--- src/rtl/mem_access_ctrl.sv ---
// rtl/mem_access_ctrl.sv - MEM-stage SRAM access sequencer with pipeline freeze
// Runs one multi-cycle SRAM transfer per request; IDLE -> ACCESS -> DONE -> IDLE.
module mem_access_ctrl #(
  parameter int          WAIT_CYCLES = 4,
  parameter int          AW          = 16,
  parameter logic [31:0] BASE_ADDR   = 32'd1024
) (
  input  logic          clk_i,
  input  logic          rst_n_i,
  input  logic          rd_en_i,
  input  logic          wr_en_i,
  input  logic [31:0]   addr_i,
  input  logic [31:0]   wdata_i,
  output logic [31:0]   rdata_o,
  output logic          ready_o,
  output logic          freeze_o,
  output logic [AW-1:0] sram_addr_o,
  output logic [31:0]   sram_wdata_o,
  input  logic [31:0]   sram_rdata_i,
  output logic          sram_we_n_o,
  output logic          sram_oe_n_o
);

  localparam int CW = (WAIT_CYCLES > 1) ? $clog2(WAIT_CYCLES) : 1;
  localparam logic [CW-1:0] CNT_LAST = CW'(WAIT_CYCLES - 1);

  typedef enum logic [1:0] {IDLE, ACCESS, DONE} state_t;

  state_t        state_q;
  logic [CW-1:0] cnt_q;
  logic          is_wr_q;
  logic [AW-1:0] sram_addr_q;
  logic [31:0]   sram_wdata_q;
  logic [31:0]   rdata_q;
  logic          ready_q;
  logic          we_n_q;
  logic          oe_n_q;

  logic [31:0]   addr_off;
  logic [AW-1:0] sram_addr_d;
  logic          req;

  assign req         = rd_en_i | wr_en_i;
  assign addr_off    = addr_i - BASE_ADDR;
  assign sram_addr_d = AW'(addr_off >> 2);

  always_ff @(posedge clk_i or negedge rst_n_i) begin
    if (!rst_n_i) begin
      state_q      <= IDLE;
      cnt_q        <= '0;
      is_wr_q      <= 1'b0;
      sram_addr_q  <= '0;
      sram_wdata_q <= '0;
      rdata_q      <= '0;
      ready_q      <= 1'b0;
      we_n_q       <= 1'b1;
      oe_n_q       <= 1'b1;
    end else begin
      case (state_q)
        IDLE: begin
          if (req) begin
            // A simultaneous load and store resolves to the store.
            is_wr_q      <= wr_en_i;
            sram_addr_q  <= sram_addr_d;
            sram_wdata_q <= wdata_i;
            cnt_q        <= '0;
            we_n_q       <= ~wr_en_i;
            oe_n_q       <= wr_en_i;
            state_q      <= ACCESS;
          end
        end
        ACCESS: begin
          cnt_q <= cnt_q + 1'b1;
          if (cnt_q == CNT_LAST) begin
            state_q <= DONE;
            we_n_q  <= 1'b1;
            oe_n_q  <= 1'b1;
            ready_q <= 1'b1;
            if (!is_wr_q) rdata_q <= sram_rdata_i;
          end
        end
        DONE: begin
          // The request is still the same instruction here; never restart.
          ready_q <= 1'b0;
          state_q <= IDLE;
        end
        default: state_q <= IDLE;
      endcase
    end
  end

  assign freeze_o     = rst_n_i & (((state_q == IDLE) & req) | (state_q == ACCESS));
  assign rdata_o      = rdata_q;
  assign ready_o      = ready_q;
  assign sram_addr_o  = sram_addr_q;
  assign sram_wdata_o = sram_wdata_q;
  assign sram_we_n_o  = we_n_q;
  assign sram_oe_n_o  = oe_n_q;

endmodule
--- config.mk ---
export PLATFORM = sky130hd
export DESIGN_NAME = mem_access_ctrl
export DESIGN_NICKNAME = d
export VERILOG_FILES = /design/src/rtl/mem_access_ctrl.sv
export SDC_FILE = /design/constraint.sdc
export NUM_CORES = 1
export LEC_CHECK = 0
export ABC_AREA = 1
export ABC_CLOCK_PERIOD_IN_PS = 1380
export CAP_MARGIN = 20
export CORE_ASPECT_RATIO = 1.25
export CORE_UTILIZATION = 36
export CTS_CLUSTER_SIZE = 16
export DETAILED_ROUTE_END_ITERATION = 8
export HOLD_SLACK_MARGIN = 0.08
export PLACE_DENSITY_LB_ADDON = 0.08
export SETUP_SLACK_MARGIN = 0.5
export SLEW_MARGIN = 30
export SYNTH_ARGS = -nofsm -noshare
export SYNTH_HDL_FRONTEND = slang
export SYNTH_SLANG_ARGS = --single-unit
export TNS_END_PERCENT = 5
--- constraint.sdc ---
create_clock -name clk_i -period 1.38 [get_ports clk_i]
set_clock_uncertainty 0.2 [all_clocks]
set_input_delay 0.138 -clock clk_i [delete_from_list [all_inputs] [get_ports clk_i]]
set_output_delay 0.138 -clock clk_i [all_outputs]
set_load 0.005 [all_outputs]
## After elaboration in Yosys (flattened, before gate mapping)

Index checks and enable logic that the tools add are counted.

- Add/sub/neg operators: 2
- Eq/ne operators: 5
- Muxes and demuxes: 11
- Bitwise operators: 6
- Reductions and logical operators: 9

Operators with widths:

| kind | number |
|---|---|
| 18-bit by 11-bit subtractor with 18-bit output, second input constant | 1 |
| 2-bit one-hot mux with 2 select lines | 2 |
| 2-bit AND reduction | 4 |
| 2-bit 2-to-1 mux | 3 |
| 1-bit one-hot mux with 2 select lines | 3 |
| 3-bit AND reduction | 2 |
| 2-bit equality test, second input constant | 2 |
| 2-bit != test, second input constant | 2 |
| 2-bit nonzero test | 2 |
| 1-bit 2-to-1 mux | 3 |
| 2-bit by 1-bit adder with 2-bit output, second input constant | 1 |
| 1-bit AND | 2 |
| 2-bit by 1-bit equality test with 1-bit output, second input constant | 1 |
| 2-bit zero test | 1 |
| 1-bit NOT | 2 |
| 1-bit bitwise OR | 2 |

- Flip-flop bits (word level): 88
- Input bits: 100
- Output and inout port bits: 84
- Word-level logic and storage cells: 42

## Longest topological paths before layout

- Depth in word-level cells: 4
- Depth in mapped cells: 8

## Worst setup path before layout

Ideal clock, no wire load.

- Path kind: register to register
- Start point: register cnt_q[0]
- End point: register rdata_q[1] (netlist: rdata_o[1])
- Arrival time: 1.065 ns
- Data required time: 1.063 ns
- Path slack: -0.002 ns
- Cell stages (with the launch flop): 8
- Path buffers: 1
- Clock period less this slack: 1.382 ns
- Cells stage by stage: dfrtp_1 > ha_1 > inv_1 > nor2_8 > nand2_4 > buf_6 > nand2_1 > nand2_1

- Longest elaborated chain between the ends: 2

RTL lines:

| item | RTL line | source |
|---|---|---|
| from (decl) | 30 | `logic [CW-1:0] cnt_q;` |
| from (signal assigned) | 73 | `cnt_q <= cnt_q + 1'b1;` |
| 2-bit equality test | 74 | `if (cnt_q == CNT_LAST) begin` |
| 3-bit AND reduction (no source line) | n/a |  |
| to (signal assigned) | 79 | `if (!is_wr_q) rdata_q <= sram_rdata_i;` |
| to (decl) | 34 | `logic [31:0] rdata_q;` |

Every way passes these cells.
A chain may end at the register's enable or synchronous reset.

## Worst setup path after layout

- Start point: register state_q[0]
- End point: output freeze_o

- Longest elaborated chain between the ends: 4
- Elaborated cells on any way between the ends: 5

RTL lines:

| item | RTL line | source |
|---|---|---|
| from (decl) | 29 | `state_t state_q;` |
| from (signal assigned) | 49 | `state_q <= IDLE;` |
| from (signal assigned) | 69 | `state_q <= ACCESS;` |
| from (signal assigned) | 75 | `state_q <= DONE;` |
| 2-bit zero test | 92 | `assign freeze_o = rst_n_i & (((state_q == IDLE) & req) \| (state_q == ACCESS));` |
| 1-bit AND | 92 |  |
| 1-bit bitwise OR * | 92 |  |
| 1-bit AND * | 92 |  |
| to (decl) | 16 | `output logic freeze_o,` |

Mark *: on every way between the ends. The rest lies on a longest branch, timed or not.

==> impl_metrics.py <==
metrics = {
    "grt": {
        "track_usage_pct": 19.8,
        "antenna_found_initial": 0,
        "grt_overflow": 0,
        "grt_pass1_wl_um": 16100,
        "use_met3_pct": 4.91,
        "use_met2_pct": 32.6,
        "top_usage_layer": "met2",
        "grt_start_max_net_pins": 89,
        "grt_pass1_vias": 3227,
        "met1_usage_pct": 25.5,
    },
    "layout": {
        "antenna_cells": 0,
        "syn2layout_area_growth_pct": 57.2,
        "drive_gt1_share_pct": 26.1,
        "final_area_sq_mm": 0.00571,
        "finalNonFillerCells": 731,
        "fin_nets": 702,
    },
    "routing": {
        "vias_per_cell": 4.55,
        "drt_iter0_drc": 109,
        "vias": 3328,
        "drc": 0,
        "wire_per_inst_um": 14.2,
        "drt.antenna.violating_nets": 0,
        "firstDrtPassIters": 4,
        "wl_um": 10400,
    },
    "floorplanning": {
        "placementRows": 40,
        "start_util_pct": 37.4,
        "die_x_um": 91.9,
        "dieArea_sq_mm": 0.0105,
        "boundaryPins": 184,
        "fp.dieH_um": 114,
        "core_sq_mm": 0.00971,
    },
    "worst_hold_path": {
        "hold_path.class": "primary input to asynchronous set/reset pin",
    },
    "sta": {
        "finalHoldViolations": 86,
        "worstMarginPinSlew_ns": 0.482,
        "rsz0062_at_grt": "yes",
        "hold_ws_ns": -0.343,
        "drv_slew": 0,
        "max_freq_ghz": 0.644,
        "finalCritPeriodShare_pct": 112,
        "layout_setup_ws_ns": -0.172,
        "slew_headroom_pct": 67.9,
        "layout_min_cycle_time_ns": 1.55,
        "setup_viol": 85,
    },
    "setup_path": {
        "critical_path_class": "flop to primary output",
        "critPathRequiredTime_ns": 1.04,
        "cp.arrival_ns": 1.21,
        "cp-startpoint": "state_q[0]",
        "start_kind": "flop",
        "crit_fanout": 3,
        "r2r_setup_slack_ns": -0.14,
        "crit-reg2reg-launch": "state_q[0]",
        "reg2regPathDepth": 8,
        "regToRegEndpoint": "sram_oe_n_o",
        "setup.worst_path.end_class": "primary output",
    },
    "power": {
        "pwr-share-seq_pct": 37.0,
        "p_leak_nw": 2.97,
        "power_density_mw_per_mm2": 2150,
        "clockPowerShare_pct": 18.1,
        "pwr-share-comb_pct": 44.9,
        "swShare_pct": 36.1,
        "ir_drop_mv": 0.967,
        "power_switching_mw": 4.43,
        "p_total_mw": 12.3,
        "p_int_mw": 7.83,
    },
    "synth": {
        "synth_top_area_share_pct": 59.2,
        "seq_area_frac_synth_pct": 60.7,
        "synth.area.top_cells": "dfrtp_1 (59%), nand2_1 (21%), nand3_1 (5.6%), buf_6 (3.4%), dfstp_2 (1.4%)",
        "synth_area_sq_mm": 0.00363,
        "yosys-top-cells-count": "nand2_1 (204), dfrtp_1 (86), nand3_1 (41), inv_1 (14)",
        "avgSynthCellArea_sq_um": 8.99,
        "yosys.area.top_type": "dfrtp_1",
        "syn_nets": 506,
        "yosysMostFrequentCell": "nand2_1",
        "async_flop_share_pct": 100,
        "yosys.cell_types.count": 25,
        "netlist_instances": 404,
        "synth_edf_count": 0,
        "yosysWarnings": 0,
        "synth_top_flop_cell": "dfrtp_1",
        "synth_seq_cells": 88,
    },
    "clock_network": {
        "numClockSinks": 88,
        "numCtsBuffers": 9,
        "htree_levels": 3,
        "path_clk_slew_ns": 0.06,
        "cts_tree": "yes",
        "root_buffer": "clkbuf_16",
        "clk_latency_ns": 0.33,
        "cts_buffer_depth": 2,
    },
    "place": {
        "gp_congestion": 0.769,
        "io_buffer_count": 167,
        "dp_hpwl_um": 6480,
        "dpl_cell_area_sq_mm": 0.00550,
        "dp.cells": 700,
    },
    "outcome": {
        "violations": "negative hold slack, negative setup slack",
        "status": "complete, but fails checks",
    },
    "run": {
        "cap_violations": 0,
    },
}
## worst max-delay path, stage by stage, from the launching register on
cell      delay [ns]
dfrtp_1         0.38
nor2_2          0.15
nand2_2         0.09
a21boi_2        0.14
buf_2           0.12
## cell usage in the layout, fill, tap and decap left out, types with 5 or more instances in the layout
cell type,count
buf_6,8
o21ai_0,8
clkinv_2,5
nand2_2,6
buf_4,18
nand3_1,40
dfrtp_1,86
buf_12,6
buf_2,79
nand2_1,199
clkbuf_16,13
nor2_1,10
clkdlybuf4s50_1,82
inv_1,12
## worst max-delay path by stage
| stage | slack [ns] | endpoint |
|---|---|---|
| 6_report | -0.17 | freeze_o |
| 5_1_grt | -0.23 | freeze_o |
| 4_1_cts | -0.18 | freeze_o |
| 3_5_place_dp | -0.43 | freeze_o |
| 3_3_place_gp | -0.40 | freeze_o |
| 2_1_floorplan | 0.05 | rdata_o[1] |
## state kept, by name (all words and copies together) (netlist names)
register and count:
rdata_o 32, sram_wdata_o 32, sram_addr_o 16, cnt_q 2, state_q 2, is_wr_q 1
ready_o 1, sram_oe_n_o 1, sram_we_n_o 1
## metrics by stage
| step | setup WS, ns | util, % | TNS [ns] |
|---|---|---|---|
| 3_5_place_dp | -0.432 | 56.6 | -23.40 |
| 5_1_grt | -0.230 | 58.8 | -12.95 |
| 4_1_cts | -0.178 | 57.4 | -7.24 |
| 6_report | -0.172 | 58.8 | -7.32 |
| 2_1_floorplan | 0.0469 | - | 0 |
| 3_3_place_gp | -0.396 | 56.6 | -22.55 |
## final cells by class
type                    instances  area, sq um
fillers                       869         4000
flip-flops and latches         88         2200
repair buffers                202         1730
multi-input cells             283         1280
clock buffers                  10          239
well taps                     126          158
inverters                      16         68.8
clock inverters                 6         35.0
## logic make-up (layout without fill, tap and decap cells)
kind of cell               count (synthesis)  in the layout  synth area share (%)
AOI/OAI and AO/OA                         16             16                  2.31
adders and majority gates                  2              2                 0.689
buffers and inverters                     36            234                  6.82
DFF                                       88             88                  60.7
and+or+nand+nor                          262            265                  29.5
## power groups by stage
| stage | clock network [mW] | logic, mW | registers [mW] |
|---|---|---|---|
| 4_1_cts | 2.29 | 5.18 | 4.54 |
| 2_1_floorplan | 0 | 2.27 | 4.68 |
| 3_5_place_dp | 0 | 5.80 | 4.57 |
| 5_1_grt | 2.42 | 6.12 | 4.70 |
| 3_3_place_gp | 0 | 5.71 | 4.55 |
| 6_report | 2.22 | 5.50 | 4.54 |
## routing by layer
layer  part of all wire [%]  up-vias
met5                      0        -
met4                   0.75        0
met3                    6.6        5
met2                     50      119
met1                     43     1549
li1                       -     1655
## what timing repair did
action                     4_1_cts  5_1_grt
setup endpoints to repair      172      172
pin swaps                        5        0
gates cloned                     3        5
gates resized for setup        351       10
setup buffers                    7        0
hold endpoints to repair        88       86
Note: power is estimated with default switching activity, not from simulation.
